### src/rtl/br_pkg.sv
// Shared opcodes, PC increment and S1 payload for the branch resolver.
// BR_UNSIGNED_EN adds the unsigned-compare flag to the payload.
package br_pkg;

    localparam int W = 32;

    localparam logic [2:0] BR_BEQ  = 3'b000;
    localparam logic [2:0] BR_BNE  = 3'b001;
    localparam logic [2:0] BR_BLT  = 3'b100;
    localparam logic [2:0] BR_BGE  = 3'b101;
    localparam logic [2:0] BR_BLTU = 3'b110;
    localparam logic [2:0] BR_BGEU = 3'b111;

    localparam logic [W-1:0] PC_INC = 32'd4;

    typedef struct packed {
        logic [2:0]   op;
        logic         pred;
        logic         eq;
        logic         lt_s;
`ifdef BR_UNSIGNED_EN
        logic         lt_u;
`endif
        logic [W-1:0] target;
        logic [W-1:0] pc4;
    } s1_t;

endpackage

### src/rtl/br_cmp.sv
// Operand comparator: equality, signed and (with BR_UNSIGNED_EN) unsigned less-than.
// Purely combinational, no handshake.
module br_cmp
    import br_pkg::*;
(
    input  logic [W-1:0] a_i,
    input  logic [W-1:0] b_i,
    output logic         eq_o,
`ifdef BR_UNSIGNED_EN
    output logic         lt_u_o,
`endif
    output logic         lt_s_o
);

`ifdef BR_UNSIGNED_EN
    logic [W:0] diff_x;
    assign diff_x = {1'b0, a_i} - {1'b0, b_i};
    assign lt_u_o = diff_x[W];
    logic [W-1:0] diff;
    assign diff = diff_x[W-1:0];
`else
    logic [W-1:0] diff;
    assign diff = a_i - b_i;
`endif

    // Signed overflow: operands differ in sign and result sign differs from a.
    logic ovf;
    assign ovf    = (a_i[W-1] != b_i[W-1]) && (diff[W-1] != a_i[W-1]);
    assign lt_s_o = diff[W-1] ^ ovf;
    assign eq_o   = (a_i == b_i);

endmodule

### src/rtl/branch_resolver.sv
// Two-stage branch resolver: compare + adders in S1, taken/next-PC/mispredict in S2.
// Latency 2 edges; valid/ready on both sides, in_ready combinational from out_ready. BR_UNSIGNED_EN enables bltu/bgeu.
module branch_resolver
    import br_pkg::*;
(
    input  logic         clk,
    input  logic         reset,
    input  logic         in_valid,
    output logic         in_ready,
    input  logic [2:0]   in_op,
    input  logic [W-1:0] in_a,
    input  logic [W-1:0] in_b,
    input  logic [W-1:0] in_pc,
    input  logic [W-1:0] in_imm,
    input  logic         in_pred_taken,
    output logic         out_valid,
    input  logic         out_ready,
    output logic         out_taken,
    output logic [W-1:0] out_target,
    output logic [W-1:0] out_next_pc,
    output logic         out_mispredict,
    output logic         out_illegal
);

    s1_t          s1_d, s1_q;
    logic         s1_vld_q, s2_vld_q;
    logic         taken_d, taken_q, ill_d, ill_q, misp_d, misp_q;
    logic [W-1:0] target_q, next_pc_d, next_pc_q;
    logic         s2_open, s1_adv;

    br_cmp u_cmp (
        .a_i    (in_a),
        .b_i    (in_b),
        .eq_o   (s1_d.eq),
`ifdef BR_UNSIGNED_EN
        .lt_u_o (s1_d.lt_u),
`endif
        .lt_s_o (s1_d.lt_s)
    );

    assign s1_d.op     = in_op;
    assign s1_d.pred   = in_pred_taken;
    assign s1_d.target = in_pc + in_imm;
    assign s1_d.pc4    = in_pc + PC_INC;

    assign s2_open  = !s2_vld_q || out_ready;
    assign s1_adv   = s1_vld_q && s2_open;
    assign in_ready = !s1_vld_q || s1_adv;

    always_comb begin
        taken_d = 1'b0;
        ill_d   = 1'b0;
        case (s1_q.op)
            BR_BEQ:  taken_d = s1_q.eq;
            BR_BNE:  taken_d = !s1_q.eq;
            BR_BLT:  taken_d = s1_q.lt_s;
            BR_BGE:  taken_d = !s1_q.lt_s;
`ifdef BR_UNSIGNED_EN
            BR_BLTU: taken_d = s1_q.lt_u;
            BR_BGEU: taken_d = !s1_q.lt_u;
`endif
            default: ill_d = 1'b1;
        endcase
        next_pc_d = taken_d ? s1_q.target : s1_q.pc4;
        misp_d    = !ill_d && (taken_d != s1_q.pred);
    end

    always_ff @(posedge clk) begin
        if (reset) begin
            s1_vld_q  <= 1'b0;
            s1_q      <= '0;
            s2_vld_q  <= 1'b0;
            taken_q   <= 1'b0;
            target_q  <= '0;
            next_pc_q <= '0;
            misp_q    <= 1'b0;
            ill_q     <= 1'b0;
        end else begin
            if (in_ready) begin
                s1_vld_q <= in_valid;
            end
            if (in_valid && in_ready) begin
                s1_q <= s1_d;
            end
            // S2 payload only changes when a new result moves in, so stalled outputs stay put.
            if (s2_open) begin
                s2_vld_q <= s1_vld_q;
                if (s1_vld_q) begin
                    taken_q   <= taken_d;
                    target_q  <= s1_q.target;
                    next_pc_q <= next_pc_d;
                    misp_q    <= misp_d;
                    ill_q     <= ill_d;
                end
            end
        end
    end

    assign out_valid      = s2_vld_q;
    assign out_taken      = taken_q;
    assign out_target     = target_q;
    assign out_next_pc    = next_pc_q;
    assign out_mispredict = misp_q;
    assign out_illegal    = ill_q;

endmodule

### config.mk
export PLATFORM = sky130hd
export DESIGN_NAME = branch_resolver
export DESIGN_NICKNAME = d
export VERILOG_FILES = /design/src/rtl/br_pkg.sv /design/src/rtl/br_cmp.sv /design/src/rtl/branch_resolver.sv
export SDC_FILE = /design/constraint.sdc
export NUM_CORES = 1
export LEC_CHECK = 0
export CORE_UTILIZATION = 30
export CTS_CLUSTER_DIAMETER = 40
export DETAILED_ROUTE_END_ITERATION = 10
export GPL_ROUTABILITY_DRIVEN = 1
export GPL_TIMING_DRIVEN = 0
export PLACE_DENSITY = 0.58
export SLEW_MARGIN = 0
export SYNTH_ARGS = -nofsm -noshare
export SYNTH_HDL_FRONTEND = slang
export SYNTH_SLANG_ARGS = --single-unit
### constraint.sdc
create_clock -name clk -period 6.9 [get_ports clk]
set_input_delay 1.38 -clock clk [delete_from_list [all_inputs] [get_ports clk]]
set_output_delay 1.38 -clock clk [all_outputs]
set_load 0.02 [all_outputs]
==> flow_metrics.env <==
export IMPL_port_buffers=204
export IMPL_cts_resized=0
export IMPL_postSynthNetCount=1180
export IMPL_grt_pass1_wl_mm=40.08
export IMPL_clock_sinks=139
export IMPL_register_cell_area_after_layout_um2=2783
export IMPL_pin_count_of_the_biggest_net_entering_global_routing=17
export IMPL_power_leakage_uw=0.004280
export IMPL_finalInstanceArea_um2=10980
export IMPL_setup_violations=0
export IMPL_first_global_vias=7388
export IMPL_drt_total_wl_mm=26.30
export IMPL_critical_path_class="in2out"
export IMPL_fmaxAchievable_mhz=237.3
export IMPL_synth_top_cell_area_share_pct=34.89
export IMPL_yosys_register_bits=139
export IMPL_post_drt_wl_per_cell_um=16.98
export IMPL_finalNonFillerCells=1549
export IMPL_crit_fanout=5
export IMPL_h_tree_depth=4
export IMPL_fin_skew_ns=0.01359
export IMPL_muxShareOfSynthArea_pct=4.267
export IMPL_worst_slew_pin_slew_ns=1.068
export IMPL_synth_fa_ha_area_share_pct=10.39
export IMPL_vias=7649
export IMPL_post_cts_repair_setup_buffers=0
export IMPL_antenna_left=0
export IMPL_dp_cells=1518
export IMPL_yosys_area_share_simple_pct=19.49
export IMPL_nFillCells=2617
export IMPL_final_max_slew_violation_count=0
export IMPL_global_route_usage_total_pct=19.60
export IMPL_kind_of_end_point_of_the_critical_path="output port"
export IMPL_fp_coreArea_um2=26060
export IMPL_edff_count_synth=0
export IMPL_post_synth_cell_area_avg_um2=8.146
export IMPL_cp_arrival_ns=2.83
export IMPL_post_dp_hpwl_mm=21.00
export IMPL_area_share_of_xor_xnor_cells_in_the_synthesized_design_pct=5.601
export IMPL_cts_tree="built"
export IMPL_yosysWarningCount=0
export IMPL_drc=0
export IMPL_synth_sequential_area_ratio_pct=34.89
export IMPL_tritoncts_num_buffers=17
export IMPL_synth_cell_types=63
export IMPL_fraction_of_the_mapped_netlist_area_in_compound_gates_pct=20.69
export IMPL_power_ir_vdd_worst_mv=0.1472
export IMPL_synth_top_family_by_area="compound AO/OA/AOI/OAI gates"
export IMPL_relative_slew_margins_pct=28.57
export IMPL_top_level_ports=205
export IMPL_power_density_nw_per_um2=208.5
export IMPL_initial_utilization_pct=30.60
export IMPL_postSynth_asyncResetShare_pct=0
export IMPL_multiInputGateArea_um2=4820
export IMPL_cts_hold_buf=0
export IMPL_global_route_total_overflow=0
export IMPL_dpl_cell_area_um2=10440
export IMPL_detail_route_first_pass_iterations=5
export IMPL_worst_hold_class="reg2reg"
export IMPL_cts_reportedPaths_clkPinSlew_ns=0.06
export IMPL_ys_dominant_reg_cell="sky130_fd_sc_hd__dfxtp_1"
export IMPL_drt_first_iter_violations=423
export IMPL_drv_cap=0
export IMPL_die_width_um=165.0
export IMPL_synth_largest_area_cell="sky130_fd_sc_hd__dfxtp_1"
export IMPL_rsz0062_at_grt="false"
export IMPL_synthesis_area_um2=7975
export IMPL_dieHeight_um=165.0
export IMPL_rows=59
export IMPL_drive_gt1_share_pct=4.122
export IMPL_result_of_the_run="completed"
export IMPL_finalCriticalPeriod_ns=4.214
export IMPL_finalCritPeriodShare_pct=61.08
export IMPL_clk_latency_ns=0.42
export IMPL_clockRootBuffer="sky130_fd_sc_hd__clkbuf_16"
export IMPL_area_delta_synth_final_pct=37.72
export IMPL_post_route_setup_tns_ns=0
export IMPL_netlist_instances=979
export IMPL_routabilityCongestion=0.9100
export IMPL_synth_top_cells_by_area="sky130_fd_sc_hd__dfxtp_1 35%, sky130_fd_sc_hd__ha_1 9.9%, sky130_fd_sc_hd__nand2_1 7.3%, sky130_fd_sc_hd__a21oi_1 6.5%, sky130_fd_sc_hd__a211oi_1 5.7%"
export IMPL_vias_per_cell=4.938
export IMPL_cp_start_kind="input pin"
export IMPL_antenna_violations_before_repair=1
export IMPL_total_die_area_um2=27240
export IMPL_critical_path_required_ns=5.52
export IMPL_nNetsFinal=1403
export IMPL_hold_violations=0
export IMPL_max_clock_path_buffers=2
## synth_stat cells (18+ instances only)
master	instances
sky130_fd_sc_hd__o21ai_0	23
sky130_fd_sc_hd__and3_1	18
sky130_fd_sc_hd__a211oi_1	61
sky130_fd_sc_hd__clkbuf_1	39
sky130_fd_sc_hd__a21oi_1	104
sky130_fd_sc_hd__xnor2_1	27
sky130_fd_sc_hd__xor2_1	24
sky130_fd_sc_hd__nand2_1	156
sky130_fd_sc_hd__dfxtp_1	139
sky130_fd_sc_hd__nand3_1	25
sky130_fd_sc_hd__a21o_1	21
sky130_fd_sc_hd__nor2_1	91
sky130_fd_sc_hd__mux2i_1	34
sky130_fd_sc_hd__ha_1	63
sky130_fd_sc_hd__inv_1	40
## metal layers
layer	vias to the layer above	wire length (µm)	global-route usage, %
li1	3885	-	-
met1	3535	12230	25.69
met2	202	12280	32.54
met3	27	1263	3.641
met4	0	527	5.546
met5	-	0	0
## layout make-up
class	instances	share of cell area, %
multi-input combinational	749	43.88
buffer	50	1.994
clock buffer	22	4.318
sequential	139	25.34
antenna	1	0.02278
clock inverter	8	0.6380
tap	335	3.816
inverter	41	1.401
timing repair buffer	204	18.59
## cells in the final DEF, fill, tap and decap left out, types with 4 or more instances in the layout
cell type,n
sky130_fd_sc_hd__nand2_1,156
sky130_fd_sc_hd__nor3_1,9
sky130_fd_sc_hd__nand2b_1,9
sky130_fd_sc_hd__dfxtp_1,139
sky130_fd_sc_hd__mux2i_1,34
sky130_fd_sc_hd__a211oi_1,61
sky130_fd_sc_hd__a311oi_1,4
sky130_fd_sc_hd__nor2b_1,9
sky130_fd_sc_hd__xnor2_1,27
sky130_fd_sc_hd__or3_1,4
sky130_fd_sc_hd__nand4_1,9
sky130_fd_sc_hd__buf_4,4
sky130_fd_sc_hd__o21a_1,6
sky130_fd_sc_hd__nor2_1,91
sky130_fd_sc_hd__inv_1,40
sky130_fd_sc_hd__a21oi_1,104
sky130_fd_sc_hd__clkbuf_1,41
sky130_fd_sc_hd__xor2_1,24
sky130_fd_sc_hd__clkdlybuf4s50_1,204
sky130_fd_sc_hd__a21o_1,21
sky130_fd_sc_hd__clkinv_2,5
sky130_fd_sc_hd__and3_1,18
sky130_fd_sc_hd__clkbuf_16,17
sky130_fd_sc_hd__ha_1,63
sky130_fd_sc_hd__nand3_1,25
sky130_fd_sc_hd__o21ai_0,23
## power breakdown
group	switching (µW)	internal [µW]
sequential	39.3	859
combinational	281	250
clock	344	517
## per-stage QoR
step	hold WS [ns]	setup slack (ns)	util, %	power, µW
after CTS	0.4552	2.689	42.14	2303
after global routing	0.4718	2.582	42.15	2397
after floorplan	0.4312	3.410	-	1217
after global placement	0.4425	2.419	40.05	1439
final	0.4527	2.686	42.15	2290
after detailed placement	0.4472	2.424	40.05	1444
## worst max-delay path, cell delays in order
cell	delay, ns
sky130_fd_sc_hd__clkdlybuf4s50_1	0.40
sky130_fd_sc_hd__nor2b_1	0.26
sky130_fd_sc_hd__nand2_1	0.21
sky130_fd_sc_hd__clkdlybuf4s50_1	0.58
## state kept, by name, summed over array words and instances, names as in the netlist
register / count
s1_q: 70
out_next_pc: 32
out_target: 32
out_illegal: 1
out_mispredict: 1
out_taken: 1
out_valid: 1
s1_vld_q: 1
## cell families (layout without fill, tap and decap cells)
group	after synthesis	in the layout
other cells	0	1
xor+xnor	51	51
buf+inv	91	325
compound gates	252	252
mux	34	34
flops	139	139
simple gates	347	347
fa+ha+maj	65	65
## path summary, 6_finish.rpt
| path | startpoint | end | slack (ns) | cells past startpoint |
|---|---|---|---|---|
| setup reg to reg | s1_q[69]$_SDFFE_PP0P_ | out_next_pc[11]$_SDFFE_PP0P_ | 4.43 | 6 |
| hold reg to reg | out_target[31]$_SDFFE_PP0P_ | out_target[31]$_SDFFE_PP0P_ | 0.45 | 2 |
| hold / removal | out_target[31]$_SDFFE_PP0P_ | out_target[31]$_SDFFE_PP0P_ | 0.45 | 2 |
| setup / recovery | out_ready | in_ready | 2.69 | 4 |
Note: power is estimated with default switching activity, not from simulation.
